<file path="src/rtl/speed_pi_pwm.sv">
// Speed regulator: PI controller on edges-per-second measurements driving
// a fixed-period PWM whose duty is swapped only at period boundaries.
module speed_pi_pwm #(
    parameter int PWM_PERIOD = 1000,
    parameter int DUTY_W     = 10,
    parameter int SHIFT      = 8,
    parameter int ERR_MAX    = 32767,
    parameter int INT_MAX    = 8388607
) (
    input  logic              clk,
    input  logic              reset,
    input  logic              enable,
    input  logic [31:0]       meas_count,
    input  logic              meas_valid,
    input  logic [31:0]       setpoint,
    input  logic [7:0]        kp,
    input  logic [7:0]        ki,
    output logic              pwm_out,
    output logic [DUTY_W-1:0] duty,
    output logic              busy,
    output logic              sat,
    output logic              overrun
);

    localparam logic [1:0] S_IDLE  = 2'd0;
    localparam logic [1:0] S_ERR   = 2'd1;
    localparam logic [1:0] S_CALC  = 2'd2;
    localparam logic [1:0] S_CLAMP = 2'd3;

    localparam logic signed [32:0] ERR_HI = 33'(ERR_MAX);
    localparam logic signed [32:0] ERR_LO = -ERR_HI;
    localparam logic signed [25:0] INT_HI = 26'(INT_MAX);
    localparam logic signed [25:0] INT_LO = -INT_HI;
    localparam logic signed [26:0] U_MAX  = 27'(PWM_PERIOD);
    localparam logic [DUTY_W-1:0] CNT_LAST = DUTY_W'(PWM_PERIOD - 1);
    localparam logic [DUTY_W-1:0] DUTY_FULL = DUTY_W'(PWM_PERIOD);

    logic [1:0]         state;
    logic [31:0]        meas_q;
    logic [31:0]        sp_q;
    logic signed [15:0] err_q;
    logic signed [25:0] inext_q;
    logic signed [26:0] u_q;
    logic signed [23:0] integ;
    logic [DUTY_W-1:0]  duty_new;
    logic [DUTY_W-1:0]  cnt;

    logic signed [32:0] diff;
    logic signed [15:0] err_c;
    logic signed [24:0] p_c;
    logic signed [24:0] ki_term;
    logic signed [25:0] inext_c;
    logic signed [26:0] sum_c;
    logic signed [26:0] u_c;
    logic               u_hi;
    logic               u_lo;
    logic               hold;
    logic signed [23:0] integ_clip;
    logic [DUTY_W-1:0]  duty_c;
    logic               wrap;

    // Error is taken from the measurement latched at acceptance time
    assign diff = $signed({1'b0, sp_q}) - $signed({1'b0, meas_q});
    assign err_c = (diff > ERR_HI) ? ERR_HI[15:0] :
                   (diff < ERR_LO) ? ERR_LO[15:0] : diff[15:0];

    assign p_c     = 25'($signed({1'b0, kp})) * 25'(err_q);
    assign ki_term = 25'($signed({1'b0, ki})) * 25'(err_q);
    assign inext_c = 26'(integ) + 26'(ki_term);
    assign sum_c   = 27'(p_c) + 27'(inext_c);
    assign u_c     = sum_c >>> SHIFT;

    assign u_lo = u_q[26];
    assign u_hi = u_q > U_MAX;
    // Freeze the integrator while it would only push deeper into saturation
    assign hold = (u_hi && (err_q > 16'sd0)) || (u_lo && err_q[15]);
    assign integ_clip = (inext_q > INT_HI) ? INT_HI[23:0] :
                        (inext_q < INT_LO) ? INT_LO[23:0] : inext_q[23:0];
    assign duty_c = u_lo ? '0 : u_hi ? DUTY_FULL : u_q[DUTY_W-1:0];

    assign busy    = (state != S_IDLE);
    assign overrun = meas_valid && enable && busy;
    assign wrap    = (cnt == CNT_LAST);
    assign pwm_out = (cnt < duty);

    always_ff @(posedge clk or posedge reset) begin
        if (reset) begin
            state    <= S_IDLE;
            meas_q   <= '0;
            sp_q     <= '0;
            err_q    <= '0;
            inext_q  <= '0;
            u_q      <= '0;
            integ    <= '0;
            duty_new <= '0;
            sat      <= 1'b0;
        end else if (!enable) begin
            state    <= S_IDLE;
            integ    <= '0;
            duty_new <= '0;
            sat      <= 1'b0;
        end else begin
            unique case (state)
                S_IDLE: begin
                    if (meas_valid) begin
                        meas_q <= meas_count;
                        sp_q   <= setpoint;
                        state  <= S_ERR;
                    end
                end
                S_ERR: begin
                    err_q <= err_c;
                    state <= S_CALC;
                end
                S_CALC: begin
                    inext_q <= inext_c;
                    u_q     <= u_c;
                    state   <= S_CLAMP;
                end
                S_CLAMP: begin
                    duty_new <= duty_c;
                    sat      <= u_hi || u_lo;
                    if (!hold) integ <= integ_clip;
                    state    <= S_IDLE;
                end
                default: state <= S_IDLE;
            endcase
        end
    end

    // Counter free-runs; duty only changes at the wrap unless disabled
    always_ff @(posedge clk or posedge reset) begin
        if (reset) begin
            cnt  <= '0;
            duty <= '0;
        end else begin
            cnt <= wrap ? '0 : cnt + 1'b1;
            if (!enable) duty <= '0;
            else if (wrap) duty <= duty_new;
        end
    end

endmodule

</file>
<file path="config.mk">
export PLATFORM = sky130hd
export DESIGN_NAME = speed_pi_pwm
export DESIGN_NICKNAME = d
export VERILOG_FILES = /design/src/rtl/speed_pi_pwm.sv
export SDC_FILE = /design/constraint.sdc
export NUM_CORES = 1
export LEC_CHECK = 0
export BUFFER_PORTS_ARGS = -buffer_cell sky130_fd_sc_hd__buf_2
export CAP_MARGIN = 20
export CORE_UTILIZATION = 45
export CTS_BUF_LIST = sky130_fd_sc_hd__clkbuf_4 sky130_fd_sc_hd__clkbuf_8
export DETAILED_ROUTE_END_ITERATION = 12
export SYNTH_ARGS = -nofsm -noshare
export SYNTH_HDL_FRONTEND = slang
export SYNTH_SLANG_ARGS = --single-unit
</file>
<file path="constraint.sdc">
create_clock -name clk -period 18.5 [get_ports clk]
set_clock_uncertainty 0.2 [all_clocks]
set_input_delay 0.925 -clock clk [delete_from_list [all_inputs] [get_ports clk]]
set_output_delay 0.925 -clock clk [all_outputs]
set_load 0.005 [all_outputs]
</file>
==> results of run 1 <==
cells in the mapped netlist (10+ instances only):
cell      count  area share [%]
nand3_1      32            0.78
buf_6        10            0.55
nand2_1     221             4.1
and2_1      163             5.0
inv_1       359             6.6
xor2_1       28             1.2
mux2i_1      13            0.64
fa_1        252              25
nor2_1       93             1.7
nor3_1       28            0.69
nor2b_1      19            0.58
a21boi_0     17            0.62
a21o_1       29             1.1
nor4_1       13            0.40
mux2_2       87             4.8
nand4_1      15            0.46
dfrtp_1     182              22
and3_1       14            0.43
a21oi_1      80             2.0
o21ai_0      81             2.0
o21a_1       15            0.55
clkbuf_1     57             1.0
xnor2_1      40             1.7
ha_1        161             9.9
worst reg2reg max path: cells and delay by family, from the launching register on:
family / cells / cell delay [ns]
AO/OA/AOI/OAI: 10 / 2.55
XOR/XNOR: 2 / 0.32
adder cells (fa/ha/maj): 8 / 3.63
buffers and inverters: 6 / 0.32
flip-flops: 1 / 0.88
AND/OR/NAND/NOR: 3 / 0.74
area by class of cell:
type	instances	share of cell area [%]
diodes	1	0.0115
flip-flops and latches	182	21.0
well taps	592	3.42
repair buffers	106	2.55
clock buffers	17	1.08
clock inverters	15	0.831
inverters	359	6.25
multi-input cells	1534	64.9
cells by family (layout without fill, tap and decap cells):
family	count (synthesis)	after routing	synth area share, %
and+or+nand+nor	639	639	15.6
buffers and inverters	442	497	8.94
adders and majority gates	413	413	34.5
AOI/OAI and AO/OA	313	313	10.2
DFF	182	182	22.3
muxes	100	100	5.43
xor gates and xnor gates	69	69	2.99
other	0	1	0
worst max path at each step:
stage                          to  slack (ns)  depth (start not counted)
after global placement    u_q[18]        9.51                         30
final                     u_q[15]        9.71                         29
after floorplan           u_q[18]       10.05                         30
after detailed placement  u_q[18]        9.44                         30
after CTS                 u_q[18]        9.69                         29
after global routing      u_q[18]        9.09                         31
stage by stage:
stage          util, %  worst slack (ns)  hold slack, ns  cells  cell area (um^2)
2_1_floorplan        -             10.05           0.241   2158             20400
3_3_place_gp      47.8              9.51           0.258   2772             21300
3_5_place_dp      47.8              9.44           0.262   2773             21300
4_1_cts           48.7              9.69           0.289   2805             21700
5_1_grt           48.7              9.09           0.298   2805             21700
6_report          48.7              9.71           0.278   2806             21700
registers in the layout (all words and copies together), names as in the netlist:
name	flops
meas_q	32
state	2
u_q	19
sp_q	32
duty	10
duty_new	10
cnt	10
integ	24
inext_q	26
sat	1
err_q	16
per-layer routing:
metal / global-route usage, % / vias up / wire [um]
li1: - / 7029 / -
met1: 28.1 / 7480 / 20600
met2: 38.3 / 239 / 24700
met3: 2.29 / 47 / 1540
met4: 7.85 / 0 / 1360
met5: 0 / - / 0
cells in the final DEF (no fill, tap or decap), types with 5 or more instances in the layout:
master       n
and3_1      14
a211oi_1     7
clkbuf_8    17
o211ai_1     6
nand2_1    220
inv_6        5
inv_1      358
buf_2       97
o2111ai_1    5
nor2b_1     19
a21boi_0    17
nand3_1     31
o21a_1      15
buf_4        9
nor4_1      13
a21o_1      29
nand4_1     15
o21bai_1     5
nand2b_1     9
o31ai_2      9
xor2_1      28
and2_1     164
o31ai_1      9
xnor2_1     40
nor2_1      93
ha_1       161
mux2i_1     13
mux2_2      87
a31oi_1      8
fa_1       252
or3_1        6
nor3_1      28
dfrtp_1    182
o21ai_0     81
a21oi_1     80
==> results.toml, run 1 <==
[floorplanning]
dieArea_mm2 = 0.0463
io_pins = 98
die_x_um = 215
die_h_um = 215
rows = 77
initial_core_util_pct = 45.9
core_area_mm2 = 0.0445

[global_route]
overflow = 0
antenna_found_initial = 0
grt_start_max_net_pins = 108
grt_pass1_vias = 15437
grt_util_all_layers_pct = 21.9
grt_pass1_wl_um = 80400

[drt]
firstDrtPassIters = 5
antenna_left = 0
wl_per_cell_um = 17.2
drc_errors = 0
drtIter0Drc = 704
via_per_inst = 5.27
finalWirelength_um = 48300
vias = 14795

[placement]
port_buffers = 97
gp_congestion = 0.913
dp_hpwl_um = 38600

[cells_and_area]
nets = 2697
drive_gt1_share_pct = 12.1
multiInputGateArea_mm2 = 0.0141
area_growth_pct = 6.14
regArea_mm2 = 0.00455
fillers = 4288

[clocking]
cts_buffers = 17
path_clk_slew_ns = 0.11
cts_max_level = 4
cts_tree = "built"
clkSinkCount = 182
cts-resized-gates = 0
postCtsSetupBuffers = 0
cts-root-buf = "clkbuf_8"
worstSkewPairLatency_ns = 0.53
ctsHoldBuffers = 0
cts_buffer_depth = 2

[synthesis]
synth_edf_count = 0
ys_ff_latch = 182
mappedNetlistArea_mm2 = 0.0204
ys_seq_area_share_pct = 22.3
synth_ff_type = "dfrtp_1"
syn_inst = 2158
syn-num-nets = 2655
ys_warn_count = 0
synth-async-reset-ratio_pct = 100
yosys.cell_types.count = 84
synth_area_per_cell_um2 = 9.47

[setup_path]
r2r_end = "u_q[15]"
critPathCaptureType = "flop"
crit_path_top_delay_cell = "dfrtp_1"
critPathKind = "flop to flop"
required_ns = 18.69
crit_family = "adder cells"
crit_start = "err_q[6]"
r2r_start = "err_q[6]"
arrival_ns = 8.98
crit_fanout = 18
worst-path-buf-inv = 6
reg2reg_slack_ns = 9.71
max_stage_delay_ns = 0.88
start_kind = "flop"
reg2reg_depth = 29

[timing]
slew_viol_final = 0
maxSlewHeadroom_pct = 27.1
final-hold-violation-count = 0
finalCritPeriodShare_pct = 47.5
totalNegativeSetupSlack_ns = 0
tightest_slew_ns = 1.09
period_needed_ns = 8.79
rsz0062_at_grt = "no"
fmax_mhz = 114
setup_violations = 0

[hold_path]
hold_path_class = "flop to flop"
min_to = "u_q[17]"
whs_path_depth = 2
worstHoldStart = "u_q[17]"

[outcome]
status = "finished, final reports clean"

[run]
drv_cap = 0
Power of run 1 is left out: the tool's default activity adds up to more than one toggle a clock period on the data nets, which glitch-free logic cannot reach.
==> inputs of run 2 (changes only) <==
ABC_AREA = 1   (was unset)
clock period = 8.3 ns   (was 18.5 ns; I/O delays follow)
==> run 2 against run 1 <==
Effect of this change: via count increased by 24%; synthesized cell count grew 35%; wire length is 25% higher; non-clock buffer count up 79; clock-buffer cell count is 2 higher; final area up 9.7%; critical endpoint is now u_q[18]; highest routed layer unchanged.
==> results.toml, run 2 <==
[timing]
rsz0062_at_grt = "no"
tightest_slew_ns = 0.957
holdWs_ns = 0.0736
setup_violations = 0
fmax_mhz = 131
final-hold-violation-count = 0
totalNegativeSetupSlack_ns = 0
maxSlewHeadroom_pct = 36.2
finalCritPeriodShare_pct = 91.9
period_needed_ns = 7.63
slew_viol_final = 0

[run]
drv_cap = 0

[setup_path]
crit_fanout = 10
r2r_start = "err_q[3]"
max_stage_delay_ns = 0.63
start_kind = "flop"
reg2reg_slack_ns = 0.67
crit_path_top_delay_cell = "dfrtp_1"
crit_start = "err_q[3]"
critPathCaptureType = "flop"
endpoint = "u_q[18]"
critPathKind = "flop to flop"
reg2reg_depth = 32
crit_top_cell = "nand2_1"
worst-path-buf-inv = 5
required_ns = 8.56
r2r_end = "u_q[18]"
arrival_ns = 7.89
crit_family = "adder cells"
path_depth = 32

[synthesis]
syn-num-nets = 3414
ys_ff_latch = 182
syn_inst = 2917
synth_area_leader_cell = "fa_1"
synthTopCellsByCount = "nand2_1 (791), inv_1 (728), fa_1 (252)"
synth_top_area_share_pct = 23.3
yosys.cell_types.count = 45
synth-async-reset-ratio_pct = 100
mappedNetlistArea_mm2 = 0.0217
ys_warn_count = 0
ys_seq_area_share_pct = 21.0
synth_ff_type = "dfrtp_1"
synth_edf_count = 0
yosys-top-cells-area = "fa_1 (23%), dfrtp_1 (21%), nand2_1 (14%)"
synth_area_per_cell_um2 = 7.43
post-synth-top-count-cell = "nand2_1"

[placement]
dp_hpwl_um = 49600
gp_congestion = 0.944
port_buffers = 97

[cells_and_area]
nets = 3518
layout_commonest_cell = "nand2_1"
drive_gt1_share_pct = 7.78
most-common-layout-cells = "nand2_1 (791), inv_1 (727), fa_1 (252), dfrtp_1 (181), ha_1 (161)"
reg_top3 = "meas_q: 32 flops, sp_q: 32 flops, inext_q: 26 flops"
area_growth_pct = 9.69
n_antenna_cell = 0

[clocking]
cts_buffer_depth = 2
cts_buffers = 17
path_clk_slew_ns = 0.12
cts_tree = "built"
worstSkewPairLatency_ns = 0.54
clkSinkCount = 182
cts-root-buf = "clkbuf_8"
cts_max_level = 4

[outcome]
status = "finished, final reports clean"

[drt]
via_per_inst = 5.03
antenna_left = 0
wl_per_cell_um = 16.5
vias = 18347
drc_errors = 0
finalWirelength_um = 60400
drtIter0Drc = 1122
firstDrtPassIters = 7

[floorplanning]
dieArea_mm2 = 0.0491
die_h_um = 222
core_area_mm2 = 0.0476
io_pins = 98
die_x_um = 222
rows = 80
initial_core_util_pct = 45.5

[global_route]
grt_util_all_layers_pct = 25.5
overflow = 0
grt_start_max_net_pins = 97
grt_pass1_wl_um = 97700
antenna_found_initial = 0
grt_pass1_vias = 18711

[hold_path]
hold_path_class = "primary input to flop"
[run 2: changes by cell type after synthesis, moves of 22 or more]
cell | previous run | this run
a21o_1 | 29 | 2
a21oi_1 | 80 | 111
and2_1 | 163 | 6
inv_1 | 359 | 728
mux2_2 | 87 | 32
nand2_1 | 221 | 791
nand3_1 | 32 | 101
nor2_1 | 93 | 141
o21ai_0 | 81 | 103
o22ai_1 | 1 | 27
xnor2_1 | 40 | 16
[run 2: layout make-up]
| cell class | instances | area (um^2) |
|---|---|---|
| inverters | 733 | 2760 |
| clock buffers | 19 | 249 |
| well taps | 615 | 769 |
| repair buffers | 185 | 1310 |
| clock inverters | 13 | 149 |
| flip-flops and latches | 182 | 4560 |
| fillers | 4751 | 23900 |
| multi-input cells | 1902 | 14000 |
[run 2: tightest hold or removal path: stages]
cell and delay (ns):
buf_2 0.11, inv_1 0.05, nand3_1 0.11, o21ai_0 0.09
[run 2: through the flow]
| step | util [%] | setup WS [ns] | cells | area (um^2) |
|---|---|---|---|---|
| floorplan | - | 1.28 | 2917 | 21700 |
| global placement | 47.7 | 0.691 | 3552 | 22700 |
| detailed placement | 47.7 | 0.596 | 3552 | 22700 |
| CTS | 49.9 | 0.568 | 3649 | 23800 |
| global route | 49.9 | 0.107 | 3649 | 23800 |
| finish | 49.9 | 0.668 | 3649 | 23800 |
[run 2: repair_timing]
item,in CTS,in global routing
buffers inserted,0,0
hold buffers,65,0
endpoints found under the hold margin,138,0
gates resized for setup,0,1
setup endpoints to repair,0,2
[run 2: routing by layer]
metal	global-route usage, %	vias to the layer above	wire length, um
li1	-	8916	-
met1	31.6	8874	25100
met2	44.6	458	30100
met3	4.61	99	3210
met4	8.85	0	2030
met5	0	-	0
[run 2: logic make-up (layout without fill, tap and decap cells)]
group	after synthesis	in the layout	share of synthesized area (%)
flip-flops	182	182	21.0
AND/OR/NAND/NOR	1141	1141	21.7
multiplexers	32	32	1.66
AO/OA/AOI/OAI	275	275	6.88
XOR/XNOR	41	41	1.66
buffers and inverters	833	950	14.5
adder cells (fa/ha/maj)	413	413	32.6
[run 2: worst min path at each step]
stage | slack (ns) | cells past startpoint | from | end
finish | 0.07 | 4 | meas_valid | state[1]
global route | 0.11 | 4 | meas_valid | state[1]
CTS | 0.03 | 4 | meas_valid | state[1]
detailed placement | 0.27 | 2 | u_q[17] | u_q[17]
global placement | 0.27 | 2 | u_q[13] | u_q[13]
floorplan | 0.25 | 2 | u_q[13] | u_q[13]
Power of run 2 is left out for the same reason.
